### src/rtl/lcv_mul_acc_seq.sv
// Sequencer for a shared 16x16 signed multiply-accumulate datapath with a 33-bit accumulator.
// Takes a job (length + bias), streams operand pairs through a registered product stage and
// returns the accumulated result with a sticky overflow flag.
module lcv_mul_acc_seq #(
  parameter int unsigned LEN_W    = 8,
  parameter bit          SATURATE = 1'b0
) (
  input  logic             clk,
  input  logic             rst_n,
  input  logic             cmd_valid,
  output logic             cmd_ready,
  input  logic [LEN_W-1:0] cmd_len,
  input  logic [32:0]      cmd_bias,
  input  logic             op_valid,
  output logic             op_ready,
  input  logic [15:0]      op_a,
  input  logic [15:0]      op_b,
  output logic             res_valid,
  input  logic             res_ready,
  output logic [32:0]      res_data,
  output logic             res_ovf,
  output logic             busy
);

  typedef enum logic [1:0] {StIdle, StRun, StFlush, StDone} state_e;

  state_e            state_q, state_d;
  logic [32:0]       acc_q, acc_d;
  logic              ovf_q, ovf_d;
  logic [LEN_W-1:0]  rem_q, rem_d;
  logic [31:0]       prod_q, prod_d;
  logic              pv_q, pv_d;

  logic [33:0]       sum;
  logic              sum_ovf;
  logic [32:0]       acc_upd;

  // All handshake outputs decode from registered state only.
  assign cmd_ready = (state_q == StIdle);
  assign op_ready  = (state_q == StRun);
  assign res_valid = (state_q == StDone);
  assign busy      = (state_q != StIdle);
  assign res_data  = acc_q;
  assign res_ovf   = ovf_q;

  // 34-bit sum so that bits [33] and [32] disagree exactly on signed overflow.
  always_comb begin
    sum     = {acc_q[32], acc_q} + {{2{prod_q[31]}}, prod_q};
    sum_ovf = sum[33] ^ sum[32];
    acc_upd = sum[32:0];
    if (SATURATE && sum_ovf) begin
      acc_upd = sum[33] ? {1'b1, 32'h0000_0000} : {1'b0, 32'hFFFF_FFFF};
    end
  end

  always_comb begin
    state_d = state_q;
    acc_d   = acc_q;
    ovf_d   = ovf_q;
    rem_d   = rem_q;
    prod_d  = prod_q;
    pv_d    = 1'b0;

    if (pv_q) begin
      acc_d = acc_upd;
      if (sum_ovf) begin
        ovf_d = 1'b1;
      end
    end

    unique case (state_q)
      StIdle: begin
        if (cmd_valid) begin
          acc_d   = cmd_bias;
          ovf_d   = 1'b0;
          rem_d   = cmd_len;
          state_d = (cmd_len == '0) ? StDone : StRun;
        end
      end
      StRun: begin
        if (op_valid) begin
          prod_d = $signed(op_a) * $signed(op_b);
          pv_d   = 1'b1;
          rem_d  = rem_q - LEN_W'(1);
          if (rem_q == LEN_W'(1)) begin
            state_d = StFlush;
          end
        end
      end
      StFlush: begin
        state_d = StDone;
      end
      StDone: begin
        if (res_ready) begin
          state_d = StIdle;
        end
      end
      default: begin
        state_d = StIdle;
      end
    endcase
  end

  always_ff @(posedge clk or negedge rst_n) begin
    if (!rst_n) begin
      state_q <= StIdle;
      acc_q   <= '0;
      ovf_q   <= 1'b0;
      rem_q   <= '0;
      prod_q  <= '0;
      pv_q    <= 1'b0;
    end else begin
      state_q <= state_d;
      acc_q   <= acc_d;
      ovf_q   <= ovf_d;
      rem_q   <= rem_d;
      prod_q  <= prod_d;
      pv_q    <= pv_d;
    end
  end

endmodule

### config.mk
export PLATFORM = sky130hd
export DESIGN_NAME = lcv_mul_acc_seq
export DESIGN_NICKNAME = d
export VERILOG_FILES = /design/src/rtl/lcv_mul_acc_seq.sv
export SDC_FILE = /design/constraint.sdc
export NUM_CORES = 1
export LEC_CHECK = 0
export ABC_AREA = 1
export CAP_MARGIN = 20
export CORE_ASPECT_RATIO = 1.1
export CORE_MARGIN = 1.5
export CORE_UTILIZATION = 40
export DETAILED_ROUTE_END_ITERATION = 10
export PLACE_DENSITY = 0.68
export SLEW_MARGIN = 10
export SYNTH_ARGS = -nofsm -noshare
export SYNTH_HDL_FRONTEND = slang
export SYNTH_SLANG_ARGS = --single-unit
### constraint.sdc
create_clock -name clk -period 1.9 [get_ports clk]
set_input_delay 0.19 -clock clk [delete_from_list [all_inputs] [get_ports clk]]
set_output_delay 0.19 -clock clk [all_outputs]
set_load 0.02 [all_outputs]
==> results.md, run 1 <==
Critical path:
- The required time reported for the critical path endpoint is 2.18 ns.
- In this design, the critical path's most frequently occurring cell is sky130_fd_sc_hd__fa_1.
- The worst setup path is captured at a flip-flop.
- The dominant delay contributor by cell family on the critical path is adder cells.
- The slowest stage of the critical path is the sky130_fd_sc_hd__fa_1 cell.
- STA puts the critical path data arrival time at 5.19 ns.
- The signal on the critical path passes through buf_12, buf_8, nand2_4, inv_4, fa_1, inv_1, fa_1, fa_1, inv_1, fa_1, fa_1, inv_1, fa_1, inv_2, ha_4, buf_12, nand2_8, nor2_4, nand2_2, nand3_4, buf_6, a21oi_2, or2_1, a31oi_1.
- The largest fanout of any net on the critical path is 7.
- The startpoint-to-endpoint class of the critical path is in -> reg.
- The startpoint class of the critical path is a primary input.
- The critical path contains buffers and inverters numbering 9 combined.
- The peak per-stage delay on the critical path is 0.55 ns.

Synthesis:
- The portion of netlist area occupied by mux cells is 0.
- The post-synthesis share of cell area spent on full adders, half adders and majority gates is 0.415.
- For this run, the register share of the synthesized area comes to 0.118.
- The flop and latch count out of synthesis is 77.
- After synthesis, the mean cell area works out to 7.37 um^2.
- The synthesized-area fraction occupied by ao, oa, aoi and oai cells is 0.0844.
- Of the total synthesized cell area, the portion taken by AND, OR, NAND and NOR gates is 0.228.
- The number of warnings printed during yosys synthesis is 0.
- Synthesis produced a netlist whose cell count is 2,216.
- The number of different library cells used by synthesis comes to 49.
- The number of nets in the synthesized netlist is 2,678.
- The summed instance area of the synthesized netlist is 0.0163 mm^2.
- The parity-gate share of the synthesized area counting xor and xnor cells is 0.0107.
- After synthesis, the largest family of logic cells by area is adder cells.

Floorplanning:
- The floorplan die area is 0.0420 mm^2.
- For this design the top-level I/O count stands at 116.
- The number of rows in the core area is 77.
- The area inside the core boundary is 0.0403 mm^2.
- From left edge to right edge, the die measures 196 um.
- For this configuration, the core starts out at a cell density of 0.405.
- The overall die height is 215 um.

STA:
- On the final layout, the worst clock skew is 0.0120 ns.
- The hold slack is 0.393 ns.
- The max-slew violation count came to 0.
- Timing would allow up to 0.203 GHz.
- The final worst-path cycle share is 2.59.
- The setup violation total in the final timing report is 46.
- Setup slack on the critical path of the routed design comes to -3.02 ns.
- The final critical path time including I/O delays and setup is 4.92 ns.
- The actual transition at the worst max-transition pin is 0.484 ns.
- Setup repair after global routing could not meet its margin everywhere.
- The normalized max-slew margin is 0.678.
- The hold violation total from the final report came to 0.

Global route:
- The first-pass GRT wire length is 86,000 um.
- The number of antenna violations at the first check in global routing is 0.
- After global routing the overflow that remains totals 0.
- The global routing usage summed across all routing layers is 0.256.
- The number of global-route vias before repair is 17.5k.
- The pin count of the biggest net entering global routing is 78.

Routing:
- In the routed design, unresolved DRC markers number 0.
- The routed layout has 16.3k vias.
- The total iterations of the first detailed-routing run is 6.
- The average vias per placed instance is 5.06.
- The routed wire length is 53,900 um.
- Once detail routing completed, the nets flagged for antenna violations numbered 0.
- The post-detailed-route wirelength per cell is 16.8 um.
- In this run, the number of DRC markers left after iteration 0 of detailed routing was 881.

Status:
- The flow ran to the end, but the final reports show violations.
- The final reports fail on setup timing.

Placed design:
- Prior to clock tree synthesis, the placed netlist has a worst setup slack of -3.89 ns.
- The half-perimeter wire length of the detailed placement result is 41,500 um.
- Input and output buffers added on the ports amount to 115.
- The congestion estimate from routability-driven global placement came to 0.924.

Clock network:
- TritonCTS built the clock tree.
- The number of buffers created by CTS is 9.
- The clock input transition at the sequential cells of the worst setup and hold paths is 0.07 ns.
- The number of clock sinks is 77.
- The master cell of the clock root buffer is sky130_fd_sc_hd__clkbuf_16.
- At the later pin of the worst-skew pair, clock insertion delay measures 0.36 ns.
- The clock tree buffer depth is 2.
- The clock tree synthesis step divided the H-tree into 3 levels.

Finish:
- The antenna diode count is 0.
- The fill cell total of the finished layout is 3,275.
- The fraction of final layout cells sized beyond drive strength 1 is 0.411.
- Relative to the synthesized area, the layout overhead comes to 52.8%.
- The final net count is 3,160.

Worst hold path:
- The min-delay analysis places its worst path in the category in -> reg.

Flow run:
- Across the run, the number of max-cap violations was 0.
==> cells in the final DEF (no fill, tap or decap), drive strengths merged, types with 2 or more instances in the layout <==
cell type / n
nand4: 24
nand2: 565
o21a: 3
xor2: 9
nor4: 4
o21ai: 67
nor3: 13
nor2: 150
o22ai: 2
a21oi: 131
a31oi: 13
clkdlybuf4s50: 80
clkbuf: 13
buf: 462
dfrtp: 77
a21o: 3
o211ai: 5
nand3b: 8
dlygate4sd2: 3
o21bai: 10
or2: 19
xnor2: 11
and3: 2
fa: 263
nand3: 83
ha: 121
a21boi: 4
inv: 543
clkinv: 5
==> cell usage after synthesis (all sizes together) <==
library cell / n / area share
dfrtp: 77 / 0.12
a31o: 1 / 0.00054
a21boi: 4 / 0.0021
o21a: 3 / 0.0014
a21oi: 131 / 0.043
buf: 7 / 0.0022
nand3: 83 / 0.029
a31oi: 13 / 0.0050
inv: 540 / 0.12
xnor2: 11 / 0.0059
o211ai: 5 / 0.0023
and3: 2 / 0.00077
o21bai: 10 / 0.0046
or2: 19 / 0.0073
nand4: 24 / 0.0092
nand2: 565 / 0.13
nor2: 150 / 0.038
clkbuf: 73 / 0.017
a211oi: 1 / 0.00046
o31ai: 1 / 0.00046
nor3b: 1 / 0.00046
xor2: 9 / 0.0048
clkinv: 3 / 0.00069
o22ai: 2 / 0.00077
ha: 121 / 0.093
nand3b: 8 / 0.0041
o21ai: 67 / 0.021
a21o: 3 / 0.0014
nor3: 13 / 0.0046
o221ai: 1 / 0.00054
a221oi: 1 / 0.00054
nor4: 4 / 0.0019
fa: 263 / 0.32
==> sequential cells by signal, summed over array words and instances, names as in the netlist <==
signal    count
res_ovf       1
rem_q         8
state_q       2
res_data     33
pv_q          1
prod_q       32
==> what timing repair did <==
action | in CTS | in global routing
setup endpoints to repair | 60 | 57
endpoints found under the hold margin | 77 | 0
cloned | 4 | 0
setup buffers | 72 | 59
hold buffers | 1 | 0
pin swaps | 236 | 246
gates resized for setup | 521 | 353
==> worst reg2reg max path: cells and delay by family (launching register included) <==
kind	cells	cell delay [ns]
buffers and inverters	1	0.04
AO/OA/AOI/OAI	1	0.17
adder cells (fa/ha/maj)	2	0.54
AND/OR/NAND/NOR	9	1.03
flip-flops	1	0.40
==> path summary, 6_finish.rpt <==
kind	start	endpoint	slack, ns	cells after the start
setup / recovery	op_b[4]	prod_q[18]	-3.02	24
hold / removal	cmd_bias[1]	res_data[1]	0.39	3
setup reg to reg	prod_q[0]	res_data[26]	-0.34	13
hold reg to reg	rem_q[5]	rem_q[5]	0.52	2
max in group asynchronous	rst_n	prod_q[27]	1.10	3
min in group asynchronous	rst_n	res_data[6]	0.40	3
==> cells by family after synthesis <==
group	Yosys count
DFF	77
AOI/OAI and AO/OA	243
buffers and inverters	623
xor gates and xnor gates	20
and+or+nand+nor	869
adders and majority gates	384
==> final cells by class <==
type	instances	area (um^2)	area share
Tap cell	513	642	0.0257
Multi-Input combinational cell	1516	14900	0.597
Inverter	543	2080	0.0832
Clock inverter	6	51.3	0.00206
Timing Repair Buffer	551	5110	0.205
Clock buffer	10	239	0.00958
Sequential cell	77	1940	0.0779
==> stage by stage <==
stage                     utilization  setup TNS (ns)  area (um^2)  std cells
after floorplan                     -          -71.03        17500       2216
after global placement          0.526          -98.78        21200       3085
after detailed placement        0.526         -100.88        21200       3085
after CTS                       0.585          -76.44        23500       3174
after global routing            0.620          -84.57        25000       3216
final                           0.620          -77.74        25000       3216
==> layer usage <==
metal  routed length (um)  share of wire  GRT usage  vias to the layer above
met3                 2360          0.044     0.0199                      165
li1                     -              -          -                     7606
met1                20600           0.38      0.295                     7978
met2                28700           0.53      0.486                      524
met4                 2320          0.043     0.0997                        0
met5                    0              0          0                        -
Power of run 1 is not shown: default switching activity piles up to over one toggle a cycle in this logic, so the estimate is an artifact.
==> run 2, diff against run 1 <==
--- a/config.mk
+++ b/config.mk
@@ -9,9 +9,9 @@
 export CAP_MARGIN = 20
 export CORE_ASPECT_RATIO = 1.1
 export CORE_MARGIN = 1.5
-export CORE_UTILIZATION = 40
+export CORE_UTILIZATION = 56
 export DETAILED_ROUTE_END_ITERATION = 10
-export PLACE_DENSITY = 0.68
+export PLACE_DENSITY = 0.88
 export SLEW_MARGIN = 10
 export SYNTH_ARGS = -nofsm -noshare
 export SYNTH_HDL_FRONTEND = slang
==> results.md, run 2 <==
Synthesis:
- The post-synth net total is 2,678.
- Of the post-synthesis cell area, the dominant cell type holds 0.322.
- The portion of the post-synthesis area used by sequential elements is 0.118.
- A synthesized cell averages 7.37 um^2.
- In this run, synthesis inferred 0 flip-flops with an integrated enable.
- The synthesized-area fraction occupied by ao, oa, aoi and oai cells is 0.0844.
- Of the total synthesized cell area, the portion taken by AND, OR, NAND and NOR gates is 0.228.
- After synthesis the netlist holds a flip-flop and latch count of 77.
- The dominant synthesized flop cell is sky130_fd_sc_hd__dfrtp_1.
- The most common cell in the synthesized netlist is sky130_fd_sc_hd__nand2_1.
- The cell type with the highest aggregate area in the netlist is sky130_fd_sc_hd__fa_1.
- In the post-synthesis netlist, the biggest area contributors are sky130_fd_sc_hd__fa_1, sky130_fd_sc_hd__nand2_1, sky130_fd_sc_hd__inv_1.
- The summed instance area of the synthesized netlist is 0.0163 mm^2.
- The portion of netlist area occupied by mux cells is 0.
- The parity-gate share of the synthesized area counting xor and xnor cells is 0.0107.
- The netlist uses 49 different library cells.
- By count the netlist is led by sky130_fd_sc_hd__nand2_1, sky130_fd_sc_hd__inv_1, sky130_fd_sc_hd__fa_1, sky130_fd_sc_hd__nor2_1, sky130_fd_sc_hd__ha_1.
- The combinational family with the most area after synthesis is adder cells.
- Synthesis produced 2,216 cells.
- Counting flops with an async set or reset pin after synthesis yields a share of 1.00.
- The number of warnings printed during yosys synthesis is 0.
- The post-synthesis share of cell area spent on full adders, half adders and majority gates is 0.415.

Clock network:
- The H-tree depth is 3.
- The number of buffers created by CTS is 9.
- The clock tree buffer depth is 2.
- The master cell of the clock root buffer is sky130_fd_sc_hd__clkbuf_16.
- The number of clock sinks is 77.

Placed design:
- At the placement stage, the worst setup path has a slack of -3.96 ns.
- The quantity of I/O buffers inserted on ports is 115.
- The congestion estimate from routability-driven global placement came to 0.991.
- Summed over all nets, the half-perimeter wirelength after detailed placement is 42,400 um.
- In this run, placement finished with an instance count of 2,943.

Status:
- The first error in the log reads "[ERROR GRT-0232] Routing congestion too high. Check the congestion heatmap in the GUI".
- It got as far as global routing and failed there.
- The flow did not finish.

STA:
- When the global-route repair_timing finished, the worst setup path ended at prod_q[31]$_DFFE_PN0P_/D.
- The worst endpoint pin kind is a register input.

Floorplanning:
- The top-level I/O count is 116.
- The die is 182 um tall.
- The initial utilization of the core area, before any placement, comes to 0.569.
- The width of the die is 166 um.
- The number of rows in the core area is 65.

Global route:
- The remaining global-route overflow is 208.
- The pin count of the biggest net entering global routing is 41.
- In the global route stage, overall resource usage came out at 0.724.
[run 2: cell counts after synthesis]
Identical to the previous run, type by type.
[run 2: metal layers]
metal / GRT overflow / track usage
met4: 72 / 0.782
met2: 129 / 0.911
met5: 0 / 0.135
met3: 5 / 0.568
met1: 2 / 0.696
[run 2: cell families after synthesis]
group / count (synthesis)
flops: 77
simple gates: 869
buf+inv: 623
compound gates: 243
xor+xnor: 20
fa+ha+maj: 384
[run 2: stage by stage]
stage,instance area [um^2],util
CTS,23600,0.822
detailed placement,21000,0.730
global placement,21000,0.730
floorplan,17500,-
[run 2: what timing repair did]
action | in CTS
hold buffers | 1
hold endpoints to repair | 49
setup endpoints to repair | 61
pin swaps | 220
gates cloned | 11
gates resized for setup | 561
buffers inserted | 84
==> run 3, diff against run 2 <==
--- a/config.mk
+++ b/config.mk
@@ -7,11 +7,10 @@
 export LEC_CHECK = 0
 export ABC_AREA = 1
 export CAP_MARGIN = 20
-export CORE_ASPECT_RATIO = 1.1
 export CORE_MARGIN = 1.5
-export CORE_UTILIZATION = 56
+export CORE_UTILIZATION = 40
 export DETAILED_ROUTE_END_ITERATION = 10
-export PLACE_DENSITY = 0.88
+export PLACE_DENSITY_LB_ADDON = 0.15
 export SLEW_MARGIN = 10
 export SYNTH_ARGS = -nofsm -noshare
 export SYNTH_HDL_FRONTEND = slang
==> constraint.sdc (replaced) <==
create_clock -name clk -period 2.5 [get_ports clk]
set_input_delay 0.25 -clock clk [delete_from_list [all_inputs] [get_ports clk]]
set_output_delay 0.25 -clock clk [all_outputs]
set_load 0.02 [all_outputs]
==> results.md, run 3 (synthesis results as in run 1) <==
Status:
- The run finished, with violations left.
- The checks that failed: setup timing.

Floorplanning:
- The initial utilization of the core area, before any placement, comes to 0.408.
- The number of rows in the core area is 73.
- The overall die height is 205 um.
- The core region is 0.0400 mm^2.
- The floorplan die area is 0.0420 mm^2.
- The die is 205 um wide.
- During I/O placement, the number of pins put on the boundary was 116.

Critical path:
- The cell occurring most often along the worst timing path is sky130_fd_sc_hd__fa_1.
- STA classifies the critical path endpoint as a flip-flop.
- The slowest cell on the critical path is sky130_fd_sc_hd__fa_2.
- The critical path is of the in -> reg type.
- The peak per-stage delay on the critical path is 0.67 ns.
- The setup check on the worst reg-to-reg path leaves a slack of 0.10 ns.
- Data on the critical path arrives at its endpoint at 5.31 ns.
- The largest fanout of any net on the critical path is 6.
- The startpoint of the lowest-slack register-to-register path is res_data[22].
- The worst path buffer plus inverter count is 9.
- The first element of the critical path is op_a[15].
- The number of cells on the worst reg-to-reg path is 11.
- STA classifies the critical path startpoint as a primary input.
- At the worst endpoint, the required time is 2.76 ns.
- The dominant delay contributor by cell family on the critical path is adder cells.
- The worst register-to-register path ends at res_ovf.

Clock network:
- The tree is rooted in a sky130_fd_sc_hd__clkbuf_16.
- CTS saw 77 sinks.
- TritonCTS built the clock tree.
- The clock latency on the worst-skew pair is 0.37 ns.
- The clock input transition at the sequential cells of the worst setup and hold paths is 0.06 ns.
- The number of clock buffers added by TritonCTS is 9.
- The clock passes through at most 2 buffers.
- The H-tree depth is 3.

Finish:
- The antenna diode count is 0.
- The area occupied by multi-input gates is 0.0139 mm^2.
- The register with the most flip-flops in the layout has 33 of them.
- The fraction of final layout cells sized beyond drive strength 1 is 0.310.
- The layout overhead on the synthesized area is 43.3%.
- In the layout the commonest cells are sky130_fd_sc_hd__nand2_1, sky130_fd_sc_hd__inv_1, sky130_fd_sc_hd__fa_1.
- The fill cell total of the finished layout is 3,575.
- The total area of sequential cells is 0.00193 mm^2.
- The final layout contains 3,034 nets.
- The most common cell after layout, fill and taps aside is sky130_fd_sc_hd__nand2_1.

Placed design:
- OpenSTA, run right after detailed placement, puts the worst setup slack at -3.43 ns.
- Detailed placement finished with a half-perimeter wire length of 41,400 um.
- Input and output buffers added on the ports amount to 115.
- The routability congestion estimate is 0.917.

STA:
- Based on the critical path, the design can be clocked at up to 0.198 GHz.
- After layout, the worst setup slack is -2.56 ns.
- The hold violation total from the final report was 0.
- Setup violations remaining at the end of the flow were counted as 28.
- Headroom to the max-slew limit came out at 0.479.
- The routed design could run at a clock period as short as 5.06 ns.
- Setup repair after global routing could not meet its margin everywhere.
- The max-slew violation count is 0.
- The final worst-path cycle share is 2.02.
- Between clock sinks in the finished design, the worst skew comes to 0.00998 ns.
- The actual transition at the worst max-transition pin is 0.781 ns.
- In the final timing run, aggregate negative setup slack is -59.28 ns.

Flow run:
- Across the run, the number of max-cap violations was 0.

Global route:
- The number of antenna violations at the first check in global routing is 0.
- The number of global-route vias before repair is 15.8k.
- The total overflow left after global routing is 0.
- The first global-routing pass estimated 83,800 um of wire.
- The global routing usage summed across all routing layers is 0.261.
- Entering global routing, the biggest net connects 78 pins.

Routing:
- For this run, the detailed router's first-pass iteration total came to 6.
- The post-detailed-route wirelength per cell is 17.0 um.
- For this block, the initial DRC count from the detailed router was 883.
- After detailed routing, the number of remaining DRC violations is 0.
- The routed via count is 15.3k.
- The number of nets still failing antenna checks after routing is 0.
- The average vias per placed instance is 4.93.
- The routed wire length is 52,800 um.

Worst hold path:
- The worst hold path class is in -> async.
## run 3: repair_timing
item,in CTS,in global routing
buffers inserted,74,40
gates resized for setup,445,178
hold endpoints to repair,0,32
pin swaps,149,170
hold buffers,0,1
endpoints found under the setup margin,28,31
cloned,13,0
## run 3: how the worst max path moves through the flow
stage               cells after the start          to
floorplan                              23  prod_q[31]
global placement                       22  prod_q[26]
detailed placement                     23  prod_q[30]
CTS                                    25  prod_q[31]
global route                           26  prod_q[30]
finish                                 25  prod_q[31]
## run 3: cell type report
class / instances / area share
repair buffers: 425 / 0.192
well taps: 525 / 0.0281
inverters: 543 / 0.0884
multi-input cells: 1516 / 0.595
flip-flops and latches: 77 / 0.0823
clock inverters: 6 / 0.00401
clock buffers: 10 / 0.0102
## run 3: stage by stage
stage,cell area [um^2],instances,hold slack (ns),utilization
6_report,23400,3102,0.387,0.585
2_1_floorplan,17500,2216,-0.0456,-
3_3_place_gp,20200,2965,0.476,0.506
3_5_place_dp,20200,2965,0.478,0.506
5_1_grt,23400,3102,0.431,0.585
4_1_cts,22500,3067,0.126,0.561
## run 3: routing by layer
| layer | track usage | wire, um | share of wire | vias to the layer above |
|---|---|---|---|---|
| li1 | - | - | - | 7365 |
| met1 | 0.375 | 24400 | 0.46 | 7544 |
| met2 | 0.422 | 25000 | 0.47 | 352 |
| met3 | 0.0337 | 2670 | 0.051 | 46 |
| met4 | 0.0501 | 725 | 0.014 | 0 |
| met5 | 0 | 0 | 0 | - |
Power of run 3 is left out for the same reason.
